**config.mk**
```make
export PLATFORM = sky130hd
export DESIGN_NAME = ifetch_unit
export DESIGN_NICKNAME = d
export VERILOG_FILES = /design/src/rtl/ifetch_unit.sv
export SDC_FILE = /design/constraint.sdc
export NUM_CORES = 1
export LEC_CHECK = 0
export BUFFER_PORTS_ARGS = -buffer_cell sky130_fd_sc_hd__buf_2
export CELL_PAD_IN_SITES_DETAIL_PLACEMENT = 0
export CELL_PAD_IN_SITES_GLOBAL_PLACEMENT = 1
export CORE_UTILIZATION = 45
export CTS_BUF_LIST = sky130_fd_sc_hd__clkbuf_8
export DETAILED_ROUTE_END_ITERATION = 10
export GPL_TIMING_DRIVEN = 0
export HOLD_SLACK_MARGIN = 0.05
export PLACE_DENSITY = 0.84
export SYNTH_ARGS = -nofsm -noshare
export SYNTH_HDL_FRONTEND = slang
export SYNTH_SLANG_ARGS = --single-unit
```
**constraint.sdc**
```tcl
create_clock -name clock -period 5.2 [get_ports clock]
set_input_delay 0.26 -clock clock [delete_from_list [all_inputs] [get_ports clock]]
set_output_delay 0.26 -clock clock [all_outputs]
set_load 0.02 [all_outputs]
```
**src/rtl/ifetch_unit.sv**
```systemverilog
// Instruction fetch stage: owns the PC, fetches words over a req/ack port,
// queues {pc, instr} pairs for decode and handles redirect flushes.
//
// state   | meaning
// S_FETCH | issue fetches at fetch_pc while the queue has room
// S_DROP  | drain the one request abandoned by a redirect, discard its data
module ifetch_unit #(
  parameter int          DEPTH    = 2,
  parameter logic [31:0] RESET_PC = 32'h0000_0000
) (
  input  logic                       clock,
  input  logic                       reset,
  output logic                       imem_req,
  output logic [31:0]                imem_addr,
  input  logic                       imem_ack,
  input  logic [31:0]                imem_rdata,
  output logic                       dec_valid,
  output logic [31:0]                dec_instr,
  output logic [31:0]                dec_pc,
  input  logic                       dec_ready,
  input  logic                       redirect,
  input  logic [31:0]                redirect_pc,
  output logic [$clog2(DEPTH+1)-1:0] fq_count
);

  localparam int            CW   = $clog2(DEPTH + 1);
  localparam int            PW   = $clog2(DEPTH);
  localparam logic [CW-1:0] FULL = CW'(DEPTH);

  typedef enum logic {S_FETCH = 1'b0, S_DROP = 1'b1} state_t;

  state_t        state_q, state_d;
  logic [31:0]   fetch_pc_q, fetch_pc_d;
  logic [31:0]   drop_addr_q, drop_addr_d;
  logic [CW-1:0] count_q, count_d;
  logic [PW-1:0] rd_ptr_q, rd_ptr_d;
  logic [PW-1:0] wr_ptr_q, wr_ptr_d;
  logic [31:0]   fq_instr_q [DEPTH];
  logic [31:0]   fq_instr_d [DEPTH];
  logic [31:0]   fq_pc_q    [DEPTH];
  logic [31:0]   fq_pc_d    [DEPTH];
  logic          push, pop;

  always_ff @(posedge clock) begin
    if (!reset) begin
      state_q     <= S_FETCH;
      fetch_pc_q  <= RESET_PC;
      drop_addr_q <= RESET_PC;
      count_q     <= '0;
      rd_ptr_q    <= '0;
      wr_ptr_q    <= '0;
    end else begin
      state_q     <= state_d;
      fetch_pc_q  <= fetch_pc_d;
      drop_addr_q <= drop_addr_d;
      count_q     <= count_d;
      rd_ptr_q    <= rd_ptr_d;
      wr_ptr_q    <= wr_ptr_d;
    end
    fq_instr_q <= fq_instr_d;
    fq_pc_q    <= fq_pc_d;
  end

  // A redirect with a request in flight must still wait out that ack.
  always_comb begin
    state_d     = state_q;
    drop_addr_d = drop_addr_q;
    unique case (state_q)
      S_FETCH: if (redirect && imem_req && !imem_ack) begin
        state_d     = S_DROP;
        drop_addr_d = fetch_pc_q;
      end
      S_DROP:  if (imem_ack) state_d = S_FETCH;
    endcase
  end

  // Request is gated by reset so a withdrawn fetch is visible immediately.
  always_comb begin
    imem_req  = reset && ((state_q == S_DROP) || (count_q < FULL));
    imem_addr = (state_q == S_DROP) ? drop_addr_q : fetch_pc_q;
    dec_valid = (count_q != '0) && !redirect;
    dec_instr = (count_q != '0) ? fq_instr_q[rd_ptr_q] : '0;
    dec_pc    = (count_q != '0) ? fq_pc_q[rd_ptr_q]    : '0;
    fq_count  = count_q;
  end

  assign push = (state_q == S_FETCH) && imem_req && imem_ack && !redirect;
  assign pop  = dec_valid && dec_ready;

  always_comb begin
    fetch_pc_d = fetch_pc_q;
    fq_instr_d = fq_instr_q;
    fq_pc_d    = fq_pc_q;
    rd_ptr_d   = rd_ptr_q;
    wr_ptr_d   = wr_ptr_q;
    count_d    = count_q;
    if (redirect) begin
      fetch_pc_d = {redirect_pc[31:2], 2'b00};
      rd_ptr_d   = '0;
      wr_ptr_d   = '0;
      count_d    = '0;
    end else begin
      if (push) begin
        fq_instr_d[wr_ptr_q] = imem_rdata;
        fq_pc_d[wr_ptr_q]    = fetch_pc_q;
        wr_ptr_d             = wr_ptr_q + PW'(1);
        fetch_pc_d           = fetch_pc_q + 32'd4;
      end
      if (pop) rd_ptr_d = rd_ptr_q + PW'(1);
      case ({push, pop})
        2'b10:   count_d = count_q + CW'(1);
        2'b01:   count_d = count_q - CW'(1);
        default: count_d = count_q;
      endcase
    end
  end

endmodule

```
* Word level (Yosys, flattened, before mapping)
Cells that the tools add are included.
** Word-level totals
- Input port bits :: 69
- Output and inout bits :: 100
- Word-level logic and storage cells :: 64
- Bits in registers :: 197
** Cells by class
- Reductions and logical operators :: 18
- Bitwise logic cells :: 5
- Eq/ne operators :: 2
- Add/subtract/negate cells :: 5
- Multiplexer cells :: 19
- Order comparisons :: 4
** Operators with widths (number)
- 32-bit 2-to-1 mux :: 12
- 64-bit bitwise mux :: 2
- 32-bit by 3-bit adder with 32-bit output (second input constant) :: 1
- 32-bit demux with 1-bit select :: 1
- 1-bit logical AND :: 9
- 2-bit nonzero test :: 3
- 2-bit greater-or-equal comparator (second input constant) :: 2
- 1-bit inverter with 2-bit output :: 2
- 2-bit one-hot mux with 2 select lines :: 1
- 2-bit AND reduction :: 2
- 1-bit inverter :: 3
- 1-bit adder (second input constant) :: 2
- 2-bit by 1-bit adder with 2-bit output (second input constant) :: 1
- 2-bit by 1-bit == test with 1-bit output (second input constant) :: 1
- 2-bit == test (second input constant) :: 1
- 1-bit zero test :: 2
- 2-bit by 1-bit < comparator with 1-bit output (second input constant) :: 1
- 2-bit < comparator (second input constant) :: 1
- 1-bit 2-to-1 mux :: 2
- 1-bit one-hot mux with 2 select lines :: 1
- 2-bit OR reduction :: 1
- 2-bit by 1-bit subtractor with 2-bit output (second input constant) :: 1
- 1-bit logical OR :: 1

* Logic depth before layout (Yosys ltp)
Gate-level depths: netlist of run 1.
- Word-level depth :: 8
- Depth in mapped cells :: 9
- Mapped depth without buffers :: 7

* Worst setup path after synthesis of run 1
No wires, ideal clock.
- Kind :: flip-flop to flip-flop
- Start point :: register count_q[1], in the netlist fq_count[1]
- End point :: register fq_instr_q[32] (netlist name), enable pin
- Setup slack :: 0.937 ns
- Arrival :: 3.781 ns
- Clock period less this slack :: 4.263 ns
- Data required time :: 4.718 ns
- Cell stages (with the launch flop) :: 6
- Path buffers :: 2
- Library setup time :: 0.482 ns
- Path through :: dfxtp_1 buf_6 nor4bb_1 clkbuf_1 nand2_1 nor2_1
** Between the ends
- Longest elaborated chain between the ends :: 7
** Ends and longest elaborated chain
- start: declaration :: line 35 : logic [CW-1:0] count_q, count_d;
- start signal: assignment :: line 56 : count_q <= count_d;
- 2-bit < comparator :: line 79 : imem_req = reset && ((state_q == S_DROP) || (count_q < FULL));
- 1-bit logical OR :: line 79
- 1-bit logical AND :: line 79
- 1-bit logical AND (3 in a row) :: line 87 : assign push = (state_q == S_FETCH) && imem_req && imem_ack && !redirect;
- 2-bit AND reduction (no source line)
- end signal: assignment :: line 60 : fq_instr_q <= fq_instr_d;
- end: declaration :: line 38 : logic [31:0] fq_instr_q [DEPTH];
Every way passes these cells.
A chain may end at the register's enable or synchronous reset.

* Worst setup path after layout of run 1
- Start point :: register state_q
- End point :: register fq_pc_q[60] (netlist name), enable pin
** Between the ends
- Longest elaborated chain between the ends :: 6
- Elaborated cells between the ends (all ways) :: 7
- Classes of those cells :: bitwise (1); reduce/logical (6)
** Ends and longest elaborated chain
- start: declaration :: line 32 : state_t state_q, state_d;
- start signal: assignment :: line 53 : state_q <= state_d;
- 1-bit logical OR :: line 79
- 1-bit logical AND :: line 79
- 1-bit logical AND (*) (3 in a row) :: line 87
- 2-bit AND reduction (no source line) (*)
- end signal: assignment :: line 61 : fq_pc_q <= fq_pc_d;
- end: declaration :: line 40 : logic [31:0] fq_pc_q [DEPTH];
Mark *: on every way between the ends. The rest lies on a longest branch, timed or not.

==> key figures, run 1 <==
Yosys
  – Mux cell area share after synthesis: 14.6%
  – Number of flops mapped to enable cells by yosys: 124
  – Post-synthesis simple-gate area fraction: 14.8%
  – Synth Area in XOR/XNOR: 1.58%
  – Post-synthesis sequential area ratio: 60.6%
  – Flops & latches, synth: 189
  – Ys async rst share: 0%
  – Mapped Cells: between 600 and 700
  – Ys flop type: edfxtp_1
  – Post-synthesis cell area: 0.00829 mm²
  – Average size of a mapped cell: 12.1 µm²
  – Synth Warn #: 0
  – Library cells used by synthesis: 49
  – Synth Area in Adders: less than 1%
  – Synth Area in Compound Gates: under 10%
  – Largest family of logic cells by synthesized area: simple AND/OR/NAND/NOR gates

Global routing
  – Initial antenna violation count: 0
  – Number of global-route vias before repair: between 5k and 6k
  – Largest net degree at the start of global routing: 63
  – Grt total ovfl: 0
  – Global-route wire length before repair: 29,500 µm
  – GRT Util Overall: roughly a fifth

Drt
  – Max Used Layer: met4
  – Iteration-0 DRC count of the detailed router: 407
  – Via count of the routed design: roughly 6k
  – First-pass iteration count of the detailed router: 5
  – WL/cell: 17.0 µm
  – Routed wire length: 19,600 µm
  – Antenna viol nets, final: 0
  – DRC viols: 0
  – Wire length on met1: approximately 8600 µm
  – Wire length on met3: 1060 µm
  – DR vias/cell: 5.20
  – Met2 WL post-DR: 9510 µm

Min path
  – Hold Crit Class: input pin to flop
  – Hold_sp: redirect_pc[29]

Floorplanning
  – Full die area: 0.0190 mm²
  – Starting Density: 46.0%
  – Die Y-Extent: 138 µm
  – Core area: 0.0180 mm²
  – IO Pins: 169
  – Die width: 138 µm
  – Rows: slightly below 50

Setup path
  – Worst Setup SP: state_q
  – Maximum fanout along the worst path: 23
  – Req. time, crit path: about 5.4 ns
  – Crit Path Category: flop to flop
  – Crit end category: flop
  – Crit path launch type: flop
  – R2R Path Start: state_q
  – Critical path arrival: 3.03 ns

Finish
  – Area grow syn2layout: 23.5%
  – Commonest non-fill, non-tap cells in the layout: buf_2, edfxtp_1, mux2i_1, nor2_1, dfxtp_1
  – Commonest non-fill, non-tap cell in the layout: buf_2
  – Layout cells sized above 1: between 20% and 30%
  – Diode count: 0
  – Nets: 980

Pwr
  – P_leak: around 3.7 nW
  – Switching Share: 24.5%
  – Maximum vdd ir drop: 0.000159 V
  – Clk pwr share: between 30% and 40%
  – Reg power frac: 58.1%
  – Sw power: 0.711 mW
  – Tot Pwr: between 2 and 3 mW
  – Logic pwr share: just under 10%
  – Power per cell area: roughly 280 mW/mm²
  – Internal: 2.19 mW

Placement
  – Port bufs: roughly 160
  – Final HPWL DP: approximately 13,000 µm
  – Placer Congestion: ~0.87
  – Pre-CTS setup slack: about 2.1 ns

STA
  – Worst Clk Skew: 0.00858 ns
  – Slew Viols, Final: 0
  – Max Freq: 0.348 GHz
  – Fin crit period: 2.88 ns
  – Setup violations, final: 0
  – Final WS setup: approximately 2.3 ns
  – Hold Vio Cnt, Final: 0
  – Setup TNS Final: 0 ns
  – Slew headroom: between 20 and 25%
  – RSZ-0062 raised after global routing: false
  – Tightest Pin Transition: 1.17 ns
  – Hold Slack: 0.0829 ns
  – Post-route clock period utilization: between 50% and 60%

Run
  – Max_cap viols: 0

Clock network
  – Reg clk slew, reported paths: 0.09 ns
  – # H-tree levels: 4
  – Clock Path Buffers: 2
  – Post_cts resized: 0
  – Setup bufs post-CTS: 0
  – Cell chosen for the clock root: clkbuf_8
  – Clock sinks: 189
  – TritonCTS clock tree: yes
  – Clock Latency Late Sink: around 0.45 ns
  – CTS Buf Count: 17

Outcome
  – Status: finished clean
## kinds of logic (layout without fill, tap and decap cells)
group                    after synthesis  in the layout
other                                  1              4
AO/OA/AOI/OAI                         65             65
flip-flops                           189            189
XOR/XNOR                              15             15
buffers and inverters                 62            297
AND/OR/NAND/NOR                      232            232
multiplexers                         118            118
adder cells (fa/ha/maj)                2              2
## area by class of cell
type / instances / area [µm²]
Buffer: 56 / 249
Multi-Input combinational cell: 436 / 3020
Tap cell: 229 / 287
Clock buffer: 20 / 275
Fill cell: 1596 / 7780
Timing Repair Buffer: 203 / 1250
Inverter: 6 / 22.5
Clock inverter: 12 / 109
Sequential cell: 189 / 5020
## cell usage after synthesis, types with 10 or more instances
cell	instances	area, µm²
edfxtp_1	124	3720
nand2_1	24	90.1
nand4_1	13	81.3
nand3_1	22	110
mux2_2	26	293
xnor2_1	12	105
a21oi_1	13	65.1
dfxtp_1	65	1300
nor4_1	12	75.1
o21ai_0	30	150
nor2b_1	32	200
nor2_1	76	285
mux2i_1	92	921
clkbuf_1	36	135
nor3_1	10	50.1
## power by group through the flow
stage / Combinational, mW / Sequential (mW) / Clock [mW]
after CTS: 0.280 / 1.68 / 0.954
after detailed placement: 0.256 / 1.72 / 0
after global routing: 0.306 / 1.69 / 1.01
after global placement: 0.250 / 1.72 / 0
after floorplan: 0.163 / 1.70 / 0
final: 0.280 / 1.68 / 0.933
## sequential cells by signal, indices dropped and copies added (netlist names)
name / flops
fq_instr_q: 64
fq_pc_q: 60
drop_addr_q: 30
state_q: 1
rd_ptr_q: 1
fetch_pc_q: 30
fq_count: 2
wr_ptr_q: 1
## critical path: stages, from the launching register on
cell and delay, ns:
dfxtp_1 0.32, clkbuf_1 0.28, nor4bb_1 0.32, clkbuf_1 0.46
nand2_1 0.20, nor2_4 0.53, buf_12 0.27, buf_16 0.19
## path summary, 6_finish.rpt
kind,endpoint,slack (ns),cells after the start
max,fq_pc_q[60],2.32,7
min,fetch_pc_q[29],0.08,3
max reg2reg,fq_pc_q[60],2.32,7
min reg2reg,fq_pc_q[56],0.47,0
## through the flow
stage / instances / area, µm² / util (%)
6_report: 1151 / 10200 / 56.8
2_1_floorplan: 687 / 8300 / -
4_1_cts: 1151 / 10200 / 56.8
5_1_grt: 1151 / 10200 / 56.8
3_5_place_dp: 1079 / 9460 / 52.5
3_3_place_gp: 1077 / 9400 / 52.1
## timing repair
action	CTS	global route
hold buffers	40	0
hold endpoints to repair	72	0
endpoints found under the setup margin	0	0
## metal layers
| metal | vias up | track usage, % |
|---|---|---|
| met5 | - | 0 |
| li1 | 2933 | - |
| met1 | 2823 | 26.9 |
| met4 | 0 | 7.61 |
| met2 | 203 | 35.1 |
| met3 | 26 | 4.27 |
Note: power is estimated with default switching activity, not from simulation.
==> inputs of run 2 (changes only) <==
Clock period 5.2 ns to 2.99 ns, I/O delays scaled along.
==> key figures, run 2 (synthesis gave the netlist of run 1 again) <==
Outcome
  – Status: finished clean

Global routing
  – GRT Util Overall: 21.9%
  – Global-route wire length before repair: 30,600 µm
  – Largest net degree at the start of global routing: 63
  – Initial antenna violation count: 0
  – Number of global-route vias before repair: 5,811
  – Grt total ovfl: 0

Setup path
  – Req. time, crit path: 3.17 ns
  – Slowest stage delay, CP: about 0.43 ns
  – Maximum fanout along the worst path: 22
  – Crit Path Category: flop to flop
  – CP Buf/Inv Count: 4
  – Crit path launch type: flop
  – Crit end category: flop
  – Critical path arrival: 2.94 ns
  – Crit path max-delay family: buffers and inverters
  – Critical path cell sequence: clkbuf_1 > nor4bb_1 > clkbuf_1 > nand2_1 > nor2_4 > buf_16 > buf_16
  – Slowest library cell on the worst path: clkbuf_1

Drt
  – Antenna viol nets, final: 0
  – DR vias/cell: about 5.3
  – First-pass iteration count of the detailed router: 5
  – Routed wire length: 20,400 µm
  – DRC viols: 0
  – Via count of the routed design: 6,184
  – Iteration-0 DRC count of the detailed router: ~430
  – WL/cell: 17.3 µm

STA
  – Slew Viols, Final: 0
  – Hold Vio Cnt, Final: 0
  – Tightest Pin Transition: 1.19 ns
  – Setup violations, final: 0
  – Fin crit period: 2.77 ns
  – Post-route clock period utilization: 92.6%
  – Slew headroom: 19.8%
  – RSZ-0062 raised after global routing: false
  – Worst Clk Skew: 0.0112 ns
  – Max Freq: 0.361 GHz
  – Setup TNS Final: 0 ns
  – Hold Slack: around 0.13 ns

Finish
  – Layout cells sized above 1: roughly 25%
  – Commonest non-fill, non-tap cells in the layout: buf_2, edfxtp_1, mux2i_1, nor2_1, dfxtp_1
  – Nets: 1,005
  – Commonest non-fill, non-tap cell in the layout: buf_2
  – Largest Register: fq_instr_q
  – Number of flip-flops in the largest register: 64
  – Largest regs: fq_instr_q (64), fq_pc_q (60)
  – Diode count: 0
  – Area grow syn2layout: 26.7%

Pwr
  – Reg power frac: 57.2%
  – Power per cell area: 487 mW/mm²
  – Sw power: 1.26 mW
  – Maximum vdd ir drop: approximately 0.00028 V
  – P_leak: 3.83 nW
  – Clk pwr share: around 33%
  – Logic pwr share: 10.1%
  – Internal: 3.85 mW
  – Switching Share: between 20% and 30%

Clock network
  – Setup bufs post-CTS: 0
  – Clock Path Buffers: 2
  – Reg clk slew, reported paths: 0.09 ns
  – Cell chosen for the clock root: clkbuf_8
  – CTS Buf Count: 17
  – Clock Latency Late Sink: 0.47 ns
  – Clock sinks: 189
  – # H-tree levels: 4
  – TritonCTS clock tree: yes

Floorplanning
  – Full die area: 0.0190 mm²
  – Die Y-Extent: 138 µm
  – Core area: 0.0180 mm²
  – Starting Density: 46.0%
  – IO Pins: 169
  – Rows: 49
  – Die width: 138 µm

Placement
  – Port bufs: 161
  – Final HPWL DP: 13,800 µm
  – Placer Congestion: 0.865

Run
  – Max_cap viols: 0

Min path
  – Hold Crit Class: input pin to flop
-- run 2: cell types whose count changed in the layout (fill, tap and decap cells not counted), sizes merged --
cell	before	now
bufinv	1	2
clkbuf	56	54
clkinv	5	4
clkinvlp	2	4
dlygate4sd3	40	64
nor2	76	77
-- run 2: per-stage QoR --
stage                     instance area [µm²]  utilization [%]  setup slack [ns]  power (mW)  cells
after floorplan                          8310                -             0.425        3.24    687
after global placement                   9410             52.2            -0.495        3.42   1077
after detailed placement                 9460             52.5           -0.0149        3.44   1079
after CTS                               10500             58.2            0.0434        5.17   1175
after global routing                    10500             58.3            0.0894        5.31   1176
final                                   10500             58.3             0.221        5.12   1176
-- run 2: area by class of cell --
type,count,area [µm²]
Multi-Input combinational cell,437,3030
Tap cell,229,287
Timing Repair Buffer,227,1500
Clock buffer,18,248
Buffer,56,249
Clock inverter,14,145
Fill cell,1572,7520
Inverter,6,22.5
Sequential cell,189,5020
-- run 2: tightest hold or removal path, stage by stage --
cell and delay, ns:
buf_2 0.17, nand2b_1 0.08, or4_1 0.09, nand3_1 0.06
-- run 2: power groups by stage --
stage,Sequential (mW),Clock (mW),Combinational (mW)
after floorplan,2.96,0,0.285
after global placement,2.98,0,0.437
after detailed placement,2.99,0,0.450
after CTS,2.93,1.72,0.516
after global routing,2.94,1.81,0.561
final,2.93,1.68,0.515
-- run 2: timing repair --
action / 4_1_cts / 5_1_grt
endpoints found under the hold margin: 96 / 0
endpoints found under the setup margin: 0 / 22
hold buffers: 64 / 0
gates resized for setup: 0 / 0
-- run 2: per-layer routing --
metal	GRT usage [%]	wire, µm	vias to the layer above	share of wire [%]
li1	-	-	2992	-
met1	28.4	8970	2971	44
met2	36.2	10000	197	49
met3	4.82	1080	24	5.3
met4	6.88	300	0	1.5
met5	0	0	-	0
-- run 2: path summary, 6_finish.rpt --
check           startpoint              to  slack, ns  cells after the start
max                state_q     fq_pc_q[43]       0.22                      7
min reg2reg  fetch_pc_q[5]      fq_pc_q[5]       0.47                      0
max reg2reg        state_q     fq_pc_q[43]       0.22                      7
min                  reset  fetch_pc_q[17]       0.13                      4
==> inputs of run 3 (changes only) <==
Settings changed: CORE_UTILIZATION 45 to 44, CTS_BUF_LIST sky130_fd_sc_hd__clkbuf_8 to unset, PLACE_DENSITY 0.84 to 0.82.
==> key figures, run 3 (synthesis gave the netlist of run 1 again) <==
Setup path
  – Critical path cell sequence: clkbuf_1 > nor4bb_1 > clkbuf_1 > nand2_1 > nor2_4 > buf_12 > buf_12
  – Slowest stage delay, CP: 0.46 ns
  – Maximum fanout along the worst path: 25
  – Crit path max-delay family: buffers and inverters
  – Crit end category: flop
  – Slowest library cell on the worst path: nor2_4
  – CP Buf/Inv Count: 4
  – Crit path launch type: flop
  – Req. time, crit path: 3.12 ns
  – Crit Path Category: flop to flop
  – Critical path arrival: 2.94 ns

Pwr
  – P_leak: 3.85 nW
  – Logic pwr share: under 10%
  – Switching Share: 23.7%
  – Sw power: about 1.3 mW
  – Power per cell area: 522 mW/mm²
  – Tot Pwr: 5.49 mW
  – Reg power frac: between 50% and 60%
  – Clk pwr share: a little under two fifths
  – Maximum vdd ir drop: 0.000444 V
  – Internal: 4.19 mW

Floorplanning
  – Core area: 0.0182 mm²
  – Rows: 49
  – Die Y-Extent: 139 µm
  – IO Pins: about 170
  – Die width: around 140 µm
  – Full die area: 0.0194 mm²
  – Starting Density: 45.5%

Clock network
  – Clock sinks: 189
  – Reg clk slew, reported paths: 0.06 ns
  – CTS Buf Count: 17
  – # H-tree levels: 4
  – Setup bufs post-CTS: 0
  – Cell chosen for the clock root: clkbuf_16
  – TritonCTS clock tree: yes
  – Clock Path Buffers: 2
  – Clock Latency Late Sink: about 0.43 ns
  – Cts-stage hold buffer count: 53
  – Post_cts resized: 0

STA
  – Slew Viols, Final: 0
  – Hold Vio Cnt, Final: 0
  – RSZ-0062 raised after global routing: false
  – Setup TNS Final: 0 ns
  – Hold Slack: about 0.063 ns
  – Post-route clock period utilization: 93.9%
  – Tightest Pin Transition: 1.11 ns
  – Fin crit period: 2.81 ns
  – Slew headroom: 25.0%
  – Worst Clk Skew: around 0.0085 ns
  – Setup violations, final: 0
  – Max Freq: 0.356 GHz
  – Final WS setup: 0.182 ns

Drt
  – WL/cell: 17.2 µm
  – Routed wire length: 20,000 µm
  – Via count of the routed design: between 6k and 7k
  – DR vias/cell: 5.18
  – First-pass iteration count of the detailed router: 5
  – Antenna viol nets, final: 0
  – DRC viols: 0
  – Iteration-0 DRC count of the detailed router: roughly 510

Finish
  – Commonest non-fill, non-tap cell in the layout: buf_2
  – Final instance area: roughly 0.011 mm²
  – Largest Register: fq_instr_q
  – Largest regs: fq_instr_q (64), fq_pc_q (60)
  – Layout cells sized above 1: 25.2%
  – Finished Core Util: around 58%
  – Area grow syn2layout: 26.7%
  – Commonest non-fill, non-tap cells in the layout: buf_2, edfxtp_1, mux2i_1, nor2_1, dfxtp_1
  – Diode count: 0
  – Nets: 993
  – Number of flip-flops in the largest register: 64
  – Layout Cells excl Fill: 1,164

Placement
  – Placer Congestion: around 0.87
  – Placed cell count: about 1.1k
  – Final HPWL DP: around 14,000 µm
  – Port bufs: roughly 160
  – Pre-CTS setup slack: 0.0658 ns
  – Placed inst area: 0.00945 mm²

Global routing
  – Initial antenna violation count: 0
  – Global-route wire length before repair: 31,400 µm
  – Grt total ovfl: 0
  – GRT Util Overall: 21.2%
  – Largest net degree at the start of global routing: 63
  – Number of global-route vias before repair: 5,794

Outcome
  – Status: finished clean

Run
  – Max_cap viols: 0

Min path
  – Hold Crit Class: input pin to flop
==> run 3: changes by cell type in the layout (fill, tap and decap cells not counted), sizes merged <==
cell / delta
bufinv: -2
clkbuf: +4
clkinv: +2
clkinvlp: -2
dlygate4sd3: -11
inv: -2
nor2: -1
==> run 3: power by group through the flow <==
| stage | sequential, mW | clock, mW | combinational [mW] |
|---|---|---|---|
| 4_1_cts | 2.93 | 2.10 | 0.501 |
| 2_1_floorplan | 2.96 | 0 | 0.285 |
| 5_1_grt | 2.94 | 2.22 | 0.542 |
| 3_5_place_dp | 2.98 | 0 | 0.445 |
| 6_report | 2.93 | 2.06 | 0.500 |
| 3_3_place_gp | 2.98 | 0 | 0.438 |
==> run 3: final timing paths <==
check                           depth (start not counted)             end            start  slack, ns
worst min-delay path                                    3  fetch_pc_q[23]  redirect_pc[23]       0.06
worst max-delay path                                    7  fq_instr_q[53]          state_q       0.18
worst min register to register                          0     fq_pc_q[56]   fetch_pc_q[24]       0.46
worst max register to register                          7  fq_instr_q[53]          state_q       0.18
==> run 3: layout make-up <==
class	instances	area [µm²]
inverter	6	22.5
clock inverter	10	66.3
tap	229	287
clock buffer	22	464
multi-input combinational	436	3020
timing repair buffer	216	1380
sequential	189	5020
buffer	56	249
fill	1527	7700
==> run 3: worst min-delay path: cells and delay by family <==
family,cells,cell delay (ns)
buf+inv,1,0.09
compound gates,1,0.06
simple gates,1,0.13
==> run 3: layer usage <==
metal	wire length [µm]	GRT usage (%)	vias up
met2	9500	33.6	205
met5	0	0	-
li1	-	-	2970
met3	1120	3.92	29
met1	8950	28.7	2831
met4	423	8.65	0
